## config.mk

```make
export PLATFORM = sky130hd
export DESIGN_NAME = exc_sequencer
export DESIGN_NICKNAME = d
export VERILOG_FILES = /design/src/rtl/exc_sequencer.sv
export SDC_FILE = /design/constraint.sdc
export NUM_CORES = 1
export LEC_CHECK = 0
export CORE_MARGIN = 1
export CORE_UTILIZATION = 35
export DETAILED_ROUTE_END_ITERATION = 6
export GPL_ROUTABILITY_DRIVEN = 0
export GPL_TIMING_DRIVEN = 0
export MAX_ROUTING_LAYER = met4
export PLACE_DENSITY = 0.74
export SLEW_MARGIN = 20
export SYNTH_ARGS = -nofsm -noshare
export SYNTH_HDL_FRONTEND = slang
export SYNTH_SLANG_ARGS = --single-unit
export TNS_END_PERCENT = 100
```

## constraint.sdc

```tcl
create_clock -name clk -period 2.9 [get_ports clk]
set_clock_uncertainty 0.2 [all_clocks]
set_input_delay 0.87 -clock clk [delete_from_list [all_inputs] [get_ports clk]]
set_output_delay 0.87 -clock clk [all_outputs]
set_load 0.05 [all_outputs]
```

## src/rtl/exc_sequencer.sv

```systemverilog
// Exception/interrupt entry and ERET sequencer: drives CP0 EPC/Cause/Status writes and the PC redirect.
// Optional macro EXC_SEQ_IRQ_SYNC_EN adds a 2-flop synchronizer on each irq line.
module exc_sequencer #(
    parameter int          NUM_IRQ      = 4,
    parameter logic [31:0] HANDLER_ADDR = 32'h0000_0080
) (
    input  logic               clk,
    input  logic               rst_n,
    input  logic [NUM_IRQ-1:0] irq,
    input  logic [31:0]        ins,
    input  logic [31:0]        pc,
    input  logic [31:0]        status,
    input  logic [31:0]        epc,
    output logic               cp0_wen,
    output logic [4:0]         cp0_addr,
    output logic [31:0]        cp0_wdata,
    output logic               redirect,
    output logic [31:0]        redirect_pc,
    output logic               flush,
    output logic               stall,
    output logic [NUM_IRQ-1:0] pending
);

    typedef enum logic [2:0] {IDLE, SAVE_EPC, SAVE_CAUSE, SAVE_STATUS, JUMP, ERET_ST} state_t;

    state_t             state;
    logic [NUM_IRQ-1:0] irq_s, prev_low, irq_edge, clr_mask;
    logic [NUM_IRQ-1:0] cap_snap;
    logic [31:0]        cap_status, cause;
    logic               cap_irq;
    logic               is_sys, is_eret, take_irq, trig;
    logic               unused;

`ifdef EXC_SEQ_IRQ_SYNC_EN
    logic [NUM_IRQ-1:0] sync1, sync2;
    always_ff @(posedge clk or negedge rst_n) begin
        if (!rst_n) begin
            sync1 <= '0;
            sync2 <= '0;
        end else begin
            sync1 <= irq;
            sync2 <= sync1;
        end
    end
    assign irq_s = sync2;
`else
    assign irq_s = irq;
`endif

    // prev_low resets to 0, so a line already high out of reset must fall first
    assign irq_edge = irq_s & prev_low;
    assign clr_mask = (state == JUMP && cap_irq) ? (pending & (~pending + NUM_IRQ'(1))) : '0;

    always_ff @(posedge clk or negedge rst_n) begin
        if (!rst_n) begin
            prev_low <= '0;
            pending  <= '0;
        end else begin
            prev_low <= ~irq_s;
            pending  <= (pending & ~clr_mask) | irq_edge;
        end
    end

    assign is_sys   = (ins[31:26] == 6'd0) && (ins[5:0] == 6'b001100);
    assign is_eret  = (ins[31:26] == 6'b010000) && (ins[25:21] == 5'b10000);
    assign take_irq = status[0] && !status[1] && (|pending);
    assign trig     = is_sys || take_irq || is_eret;
    assign stall    = rst_n && ((state != IDLE) || trig);
    assign flush    = redirect;
    assign unused   = ^ins[20:6];

    always_comb begin
        cause                = '0;
        cause[6:2]           = cap_irq ? 5'd0 : 5'd8;
        cause[8 +: NUM_IRQ]  = cap_snap;
    end

    always_ff @(posedge clk or negedge rst_n) begin
        if (!rst_n) begin
            state       <= IDLE;
            cap_irq     <= 1'b0;
            cap_snap    <= '0;
            cap_status  <= '0;
            cp0_wen     <= 1'b0;
            cp0_addr    <= '0;
            cp0_wdata   <= '0;
            redirect    <= 1'b0;
            redirect_pc <= '0;
        end else begin
            cp0_wen     <= 1'b0;
            cp0_addr    <= '0;
            cp0_wdata   <= '0;
            redirect    <= 1'b0;
            redirect_pc <= '0;
            case (state)
                IDLE: begin
                    if (is_sys || take_irq) begin
                        state      <= SAVE_EPC;
                        cap_irq    <= !is_sys;
                        cap_snap   <= pending;
                        cap_status <= status;
                        cp0_wen    <= 1'b1;
                        cp0_addr   <= 5'd14;
                        cp0_wdata  <= pc;
                    end else if (is_eret) begin
                        state       <= ERET_ST;
                        cp0_wen     <= 1'b1;
                        cp0_addr    <= 5'd12;
                        cp0_wdata   <= status & ~32'h2;
                        redirect    <= 1'b1;
                        redirect_pc <= epc;
                    end
                end
                SAVE_EPC: begin
                    state     <= SAVE_CAUSE;
                    cp0_wen   <= 1'b1;
                    cp0_addr  <= 5'd13;
                    cp0_wdata <= cause;
                end
                SAVE_CAUSE: begin
                    state     <= SAVE_STATUS;
                    cp0_wen   <= 1'b1;
                    cp0_addr  <= 5'd12;
                    cp0_wdata <= cap_status | 32'h2;
                end
                SAVE_STATUS: begin
                    state       <= JUMP;
                    redirect    <= 1'b1;
                    redirect_pc <= HANDLER_ADDR;
                end
                default: state <= IDLE;
            endcase
        end
    end

endmodule

```

==> results.sh, run 1 <==
export IMPL_outcome="finished, violations left"
export IMPL_violations="negative setup slack"
export IMPL_synth_commonest_cells="116 x dfrtp_1, 31 x a221o_1, 31 x and2_1, 31 x mux2_2, 26 x and3_1"
export IMPL_grt_pass1_vias=3910
export IMPL_hold_path_class="input pin to async pin"
export IMPL_async_reset_ff_frac=1.00
export IMPL_fmax_mhz=307
export IMPL_vias=3661
export IMPL_leakage_nw=3.56
export IMPL_multiInputGateArea_um2=1630
export IMPL_comb_power_share=0.396
export IMPL_root_buffer="clkbuf_16"
export IMPL_syn_area_per_cell_um2=14.1
export IMPL_syn_to_final_growth_pct=72.2
export IMPL_netlist_area_leader_share=0.639
export IMPL_ctsHoldBuffers=0
export IMPL_synthCells=322
export IMPL_clk_latency_ns=0.41
export IMPL_ant_nets=0
export IMPL_vias_per_cell=4.91
export IMPL_die_w_um=116
export IMPL_worst_setup_path_start_kind="input pin"
export IMPL_die_h_um=116
export IMPL_drc=0
export IMPL_switching_share=0.340
export IMPL_synth_distinct_cells=39
export IMPL_top_layer="met4"
export IMPL_pwr_share_clk=0.295
export IMPL_power_density_nw_per_um2=956
export IMPL_met1Wirelength_um=5520
export IMPL_arrival_ns=2.19
export IMPL_cts_buffer_depth=2
export IMPL_cp_common_cell="buf_6"
export IMPL_ys_warnings_count=0
export IMPL_overflow=0
export IMPL_yosysMostFrequentCell="dfrtp_1"
export IMPL_drv_slew=0
export IMPL_seq_area_um2=2900
export IMPL_synth_flop_cell="dfrtp_1"
export IMPL_worst_pin_slew_ns=0.899
export IMPL_ys_seq_area_frac=0.639
export IMPL_ir_worst_vdd_mv=0.679
export IMPL_endpoint_kind="output port"
export IMPL_p_sw_mw=2.54
export IMPL_hold_viol_final=0
export IMPL_nFillCells=1038
export IMPL_io_buffers=194
export IMPL_dp_hpwl_um=8900
export IMPL_netlist_area_um2=4540
export IMPL_synth_top_cell_by_area="dfrtp_1"
export IMPL_start_util=0.360
export IMPL_layout_drive_gt1_share=0.225
export IMPL_cts_max_level=4
export IMPL_dr_wl_met3_um=845
export IMPL_cp_max_fo=2
export IMPL_rsz0062_at_grt="yes"
export IMPL_layout_nets=694
export IMPL_synth_seq_cells=116
export IMPL_cts_tree="built"
export IMPL_grt_max_degree=60
export IMPL_fin_crit_ns=3.26
export IMPL_cts_sinks=116
export IMPL_max_cap_viol_count=0
export IMPL_rows=41
export IMPL_fin_crit_sh=1.12
export IMPL_p_int_mw=4.94
export IMPL_synthesis_nets=456
export IMPL_fin_ws_ns=-0.356
export IMPL_dp_slack_ns=-1.34
export IMPL_finalSetupViolCount=2
export IMPL_cts_buffers=17
export IMPL_wl_per_cell_um=18.1
export IMPL_dieArea_um2=13400
export IMPL_synth_area_top_cells="dfrtp_1 64%, mux2_2 7.7%, a221o_1 6.8%"
export IMPL_path_clk_slew_ns=0.05
export IMPL_crit_chain="buf_6 > or4b_4 > nor3b_4 > o21ai_4 > a31oi_4 > buf_6"
export IMPL_drt_iter0_drc=175
export IMPL_slowest_delay_ns=0.54
export IMPL_seq_power_share=0.309
export IMPL_wl_um=13500
export IMPL_cp_slowest_cell="or4b_4"
export IMPL_ios=211
export IMPL_grt_pass1_wl_um=20400
export IMPL_core_area_um2=12600
export IMPL_gr_usage_all_layers=0.217
export IMPL_antenna_found_initial=0
export IMPL_synth_edff_count=0
export IMPL_place_area_um2=6890
export IMPL_dr_pass1_iters=4
export IMPL_final_area_um2=7820
export IMPL_dr_wl_met2_um=6710
export IMPL_diodes=0
export IMPL_worstPathRequired_ns=1.83
export IMPL_worstSetupPathType="input pin to output port"
export IMPL_slew_limit_headroom=0.400
==> metal layers <==
metal | vias up | track usage
met2 | 170 | 0.356
met4 | 0 | 0.105
met5 | - | -
li1 | 1648 | -
met3 | 26 | 0.0586
met1 | 1817 | 0.246
==> sequential cells by signal, indices dropped and copies added (netlist names), 3 cells and up <==
signal and count:
cp0_addr 3, cap_status 31, cap_snap 4, redirect_pc 32, cp0_wdata 32, prev_low 4
pending 4, state 3
==> what timing repair did <==
item,in CTS,in global routing
buffers inserted,24,3
gates resized for setup,56,25
pin swaps,12,9
endpoints found under the setup margin,65,54
cloned,1,1
==> cell families after synthesis <==
| logic type | count (synthesis) | share of synthesized area |
|---|---|---|
| DFF | 116 | 0.639 |
| and+or+nand+nor | 85 | 0.116 |
| AOI/OAI and AO/OA | 52 | 0.107 |
| muxes | 35 | 0.0868 |
| buffers and inverters | 33 | 0.0501 |
| other | 1 | 0.000826 |
==> worst max-delay path: cells and delay by family <==
| family | cells | cell delay, ns |
|---|---|---|
| and+or+nand+nor | 2 | 0.80 |
| buffers and inverters | 2 | 0.27 |
| AOI/OAI and AO/OA | 2 | 0.25 |
==> power groups by stage <==
stage	clock network, mW	logic [mW]	registers, mW
global route	2.32	3.12	2.36
CTS	2.25	2.96	2.31
finish	2.21	2.96	2.31
detailed placement	0	2.89	2.33
global placement	0	2.84	2.31
floorplan	0	1.14	3.08
==> final timing paths <==
| path | cells past startpoint | end | from | slack, ns |
|---|---|---|---|---|
| min in group clk | 2 | pending[3]$_DFF_PN0_ | prev_low[3]$_DFF_PN0_ | 0.25 |
| hold / removal | 1 | redirect_pc[29]$_DFF_PN0_ | rst_n | 0.19 |
| hold reg to reg | 2 | pending[3]$_DFF_PN0_ | prev_low[3]$_DFF_PN0_ | 0.25 |
| setup / recovery | 6 | stall | ins[23] | -0.36 |
| setup reg to reg | 8 | cp0_wdata[5]$_DFF_PN0_ | pending[1]$_DFF_PN0_ | 0.36 |
| max in group asynchronous | 2 | cp0_wdata[23]$_DFF_PN0_ | rst_n | 1.69 |
==> per-stage QoR <==
step / setup TNS [ns] / hold WS [ns] / cells / utilization / power (mW)
finish: -0.391 / 0.185 / 745 / 0.620 / 7.48
global route: -0.454 / 0.208 / 745 / 0.620 / 7.81
CTS: -0.672 / 0.237 / 746 / 0.616 / 7.52
detailed placement: -52.40 / 0.236 / 689 / 0.546 / 5.21
global placement: -472.04 / 0.226 / 688 / 0.544 / 5.16
floorplan: -3.53 / 0.213 / 322 / - / 4.21
==> cells in the final DEF, fill, tap and decap left out, types with 2 or more instances in the layout <==
cell             netlist  layout
a221oi_1               2       2
inv_1                  6       6
clkbuf_16              0      18
a22o_1                 7       7
buf_2                  1       5
buf_12                 4       5
bufinv_16              0       4
and2_1                31      31
clkdlybuf4s15_1        0       5
dfrtp_1              116     116
a31oi_4                0       2
clkdlybuf4s50_1        0     177
nor2_4                 0       2
and3_1                26      26
clkbuf_2               0       5
or4_4                  1       2
clkbuf_8               0       3
buf_4                  4      13
nor2_1                 5       3
clkinv_2               0       5
a221o_1               31      31
mux2_4                 0      35
o21bai_1               2       2
clkbuf_1              15      16
buf_6                  3      17
nand2_1                6       6
==> cell type report <==
| class | instances | area share |
|---|---|---|
| tap | 172 | 0.0275 |
| sequential | 116 | 0.371 |
| buffer | 25 | 0.0246 |
| clock buffer | 22 | 0.0606 |
| clock inverter | 10 | 0.0195 |
| timing repair buffer | 221 | 0.285 |
| multi-input combinational | 173 | 0.208 |
| inverter | 6 | 0.00288 |
No activity file was read; power rests on OpenSTA's default activity.
==> run 2: changes to the inputs <==
--- a/config.mk
+++ b/config.mk
@@ -5,13 +5,13 @@
 export SDC_FILE = /design/constraint.sdc
 export NUM_CORES = 1
 export LEC_CHECK = 0
-export CORE_MARGIN = 1
 export CORE_UTILIZATION = 35
 export DETAILED_ROUTE_END_ITERATION = 6
+export DONT_BUFFER_PORTS = 1
 export GPL_ROUTABILITY_DRIVEN = 0
 export GPL_TIMING_DRIVEN = 0
 export MAX_ROUTING_LAYER = met4
-export PLACE_DENSITY = 0.74
+export PLACE_DENSITY = 0.5
 export SLEW_MARGIN = 20
 export SYNTH_ARGS = -nofsm -noshare
 export SYNTH_HDL_FRONTEND = slang
==> constraint.sdc (replaced) <==
create_clock -name clk -period 3.2 [get_ports clk]
set_clock_uncertainty 0.2 [all_clocks]
set_input_delay 0.96 -clock clk [delete_from_list [all_inputs] [get_ports clk]]
set_output_delay 0.96 -clock clk [all_outputs]
set_load 0.05 [all_outputs]
==> run 2 against run 1 <==
The flow still finishes with violations (negative setup slack). Clock-buffer cell count rose by 2. Sequential share of layout area rose by 16 points. Largest cell class unchanged. Final cell count fell by 29%. First-iteration DRC count fell by 45%. Highest routed layer unchanged.
==> results.sh, run 2 (synthesized netlist as in run 1, its figures left out) <==
export IMPL_max_cap_viol_count=0
export IMPL_finalSetupViolCount=1
export IMPL_cts_tree="built"
export IMPL_outcome="finished, violations left"
export IMPL_cp_num_buf_inv=0
export IMPL_dr_wl_met3_um=1040
export IMPL_fin_ws_ns=-0.165
export IMPL_power_density_nw_per_um2=1090
export IMPL_syn_to_final_growth_pct=19.3
export IMPL_cp_max_fo=2
export IMPL_grt_max_degree=118
export IMPL_vias=2741
export IMPL_place_area_um2=4780
export IMPL_hold_viol_final=0
export IMPL_final_util=0.429
export IMPL_root_buffer="clkbuf_16"
export IMPL_overflow=0
export IMPL_slowest_delay_ns=0.53
export IMPL_gr_usage_all_layers=0.173
export IMPL_layout_drive_gt1_share=0.232
export IMPL_cp_slowest_cell="or4b_4"
export IMPL_rows=41
export IMPL_grt_pass1_vias=2815
export IMPL_endpoint_kind="output port"
export IMPL_worst_pin_slew_ns=0.843
export IMPL_dp_hpwl_um=7380
export IMPL_top_layer="met4"
export IMPL_leakage_nw=2.51
export IMPL_critPathTopFamily="simple AND/OR/NAND/NOR gates"
export IMPL_nFillCells=1209
export IMPL_wl_um=10700
export IMPL_reg2regPathDepth=6
export IMPL_arrival_ns=2.21
export IMPL_rsz0062_at_grt="yes"
export IMPL_cts_buffers=17
export IMPL_drv_slew=0
export IMPL_worstPathRequired_ns=2.04
export IMPL_dieArea_um2=13400
export IMPL_hold_path_class="input pin to async pin"
export IMPL_violations="negative setup slack"
export IMPL_cts_sinks=116
export IMPL_grt_pass1_wl_um=15800
export IMPL_crit_chain="or4b_4 > nor3b_4 > o21ai_2 > a31oi_4"
export IMPL_whs_ns=0.0426
export IMPL_layout_nets=475
export IMPL_cp_depth=4
export IMPL_worst_setup_path_start_kind="input pin"
export IMPL_fmax_mhz=297
export IMPL_fin_crit_sh=1.05
export IMPL_start_util=0.360
export IMPL_final_common_cell="dfrtp_1"
export IMPL_finalSetupTns_ns=-0.165
export IMPL_drt_iter0_drc=97
export IMPL_cts_max_level=4
export IMPL_ir_worst_vdd_mv=0.482
export IMPL_dr_pass1_iters=4
export IMPL_final_area_um2=5420
export IMPL_drc=0
export IMPL_ant_nets=0
export IMPL_antenna_found_initial=0
export IMPL_die_w_um=116
export IMPL_clk_latency_ns=0.42
export IMPL_most_common_layout_cells="116 x dfrtp_1, 31 x and2_1, 31 x a221o_1, 31 x mux2_2, 26 x and3_1"
export IMPL_diodes=0
export IMPL_slew_limit_headroom=0.437
export IMPL_ctsHoldBuffers=0
export IMPL_io_buffers=0
export IMPL_dr_wl_met2_um=5250
export IMPL_fin_crit_ns=3.37
export IMPL_worstSetupPathType="input pin to output port"
export IMPL_met1Wirelength_um=4220
export IMPL_path_clk_slew_ns=0.06
export IMPL_cts_buffer_depth=2
export IMPL_die_h_um=116
export IMPL_vias_per_cell=5.21
export IMPL_ios=211
export IMPL_wl_per_cell_um=20.4
export IMPL_top_regs="cp0_wdata: 32 flops, redirect_pc: 32 flops, cap_status: 31 flops"
export IMPL_core_area_um2=12600
-- run 2: path summary, 6_finish.rpt --
| check | slack, ns | endpoint | from |
|---|---|---|---|
| min in group clk | 0.23 | pending[3]$_DFF_PN0_ | prev_low[3]$_DFF_PN0_ |
| hold / removal | 0.04 | redirect_pc[15]$_DFF_PN0_ | rst_n |
| setup reg to reg | 0.41 | redirect_pc[16]$_DFF_PN0_ | pending[1]$_DFF_PN0_ |
| hold reg to reg | 0.23 | pending[3]$_DFF_PN0_ | prev_low[3]$_DFF_PN0_ |
| max in group asynchronous | 2.63 | cp0_wdata[24]$_DFF_PN0_ | rst_n |
| setup / recovery | -0.17 | stall | ins[21] |
-- run 2: layout make-up --
class / count / area, um2 / share of cell area
flip-flops and latches: 116 / 2900 / 0.536
well taps: 172 / 215 / 0.0397
clock buffers: 24 / 502 / 0.0926
clock inverters: 8 / 121 / 0.0224
inverters: 6 / 22.5 / 0.00416
plain buffers: 26 / 201 / 0.0372
multi-input cells: 173 / 1440 / 0.267
repair buffers: 1 / 7.51 / 0.00139
-- run 2: power by group --
group          leakage [nW]  switching [mW]  internal (mW)
logic                 0.737           0.536          0.556
clock network         0.306           0.641           1.32
registers              1.47           0.933           1.89
-- run 2: what timing repair did --
action | 4_1_cts | 5_1_grt
setup buffers | 1 | 0
pin swaps | 3 | 3
endpoints found under the setup margin | 1 | 4
resized for setup | 1 | 0
hold endpoints to repair | 0 | 0
-- run 2: stage by stage --
stage	instances	total power [mW]	worst slack [ns]
finish	526	5.88	-0.165
detailed placement	494	3.97	-0.210
global route	526	6.17	-0.227
CTS	527	5.96	-0.182
floorplan	322	3.66	-0.140
global placement	494	3.94	-0.211
-- run 2: routing by layer --
layer	track usage	vias to the layer above
met3	0.0764	14
li1	-	1208
met2	0.271	147
met4	0.0786	0
met5	-	-
met1	0.189	1372
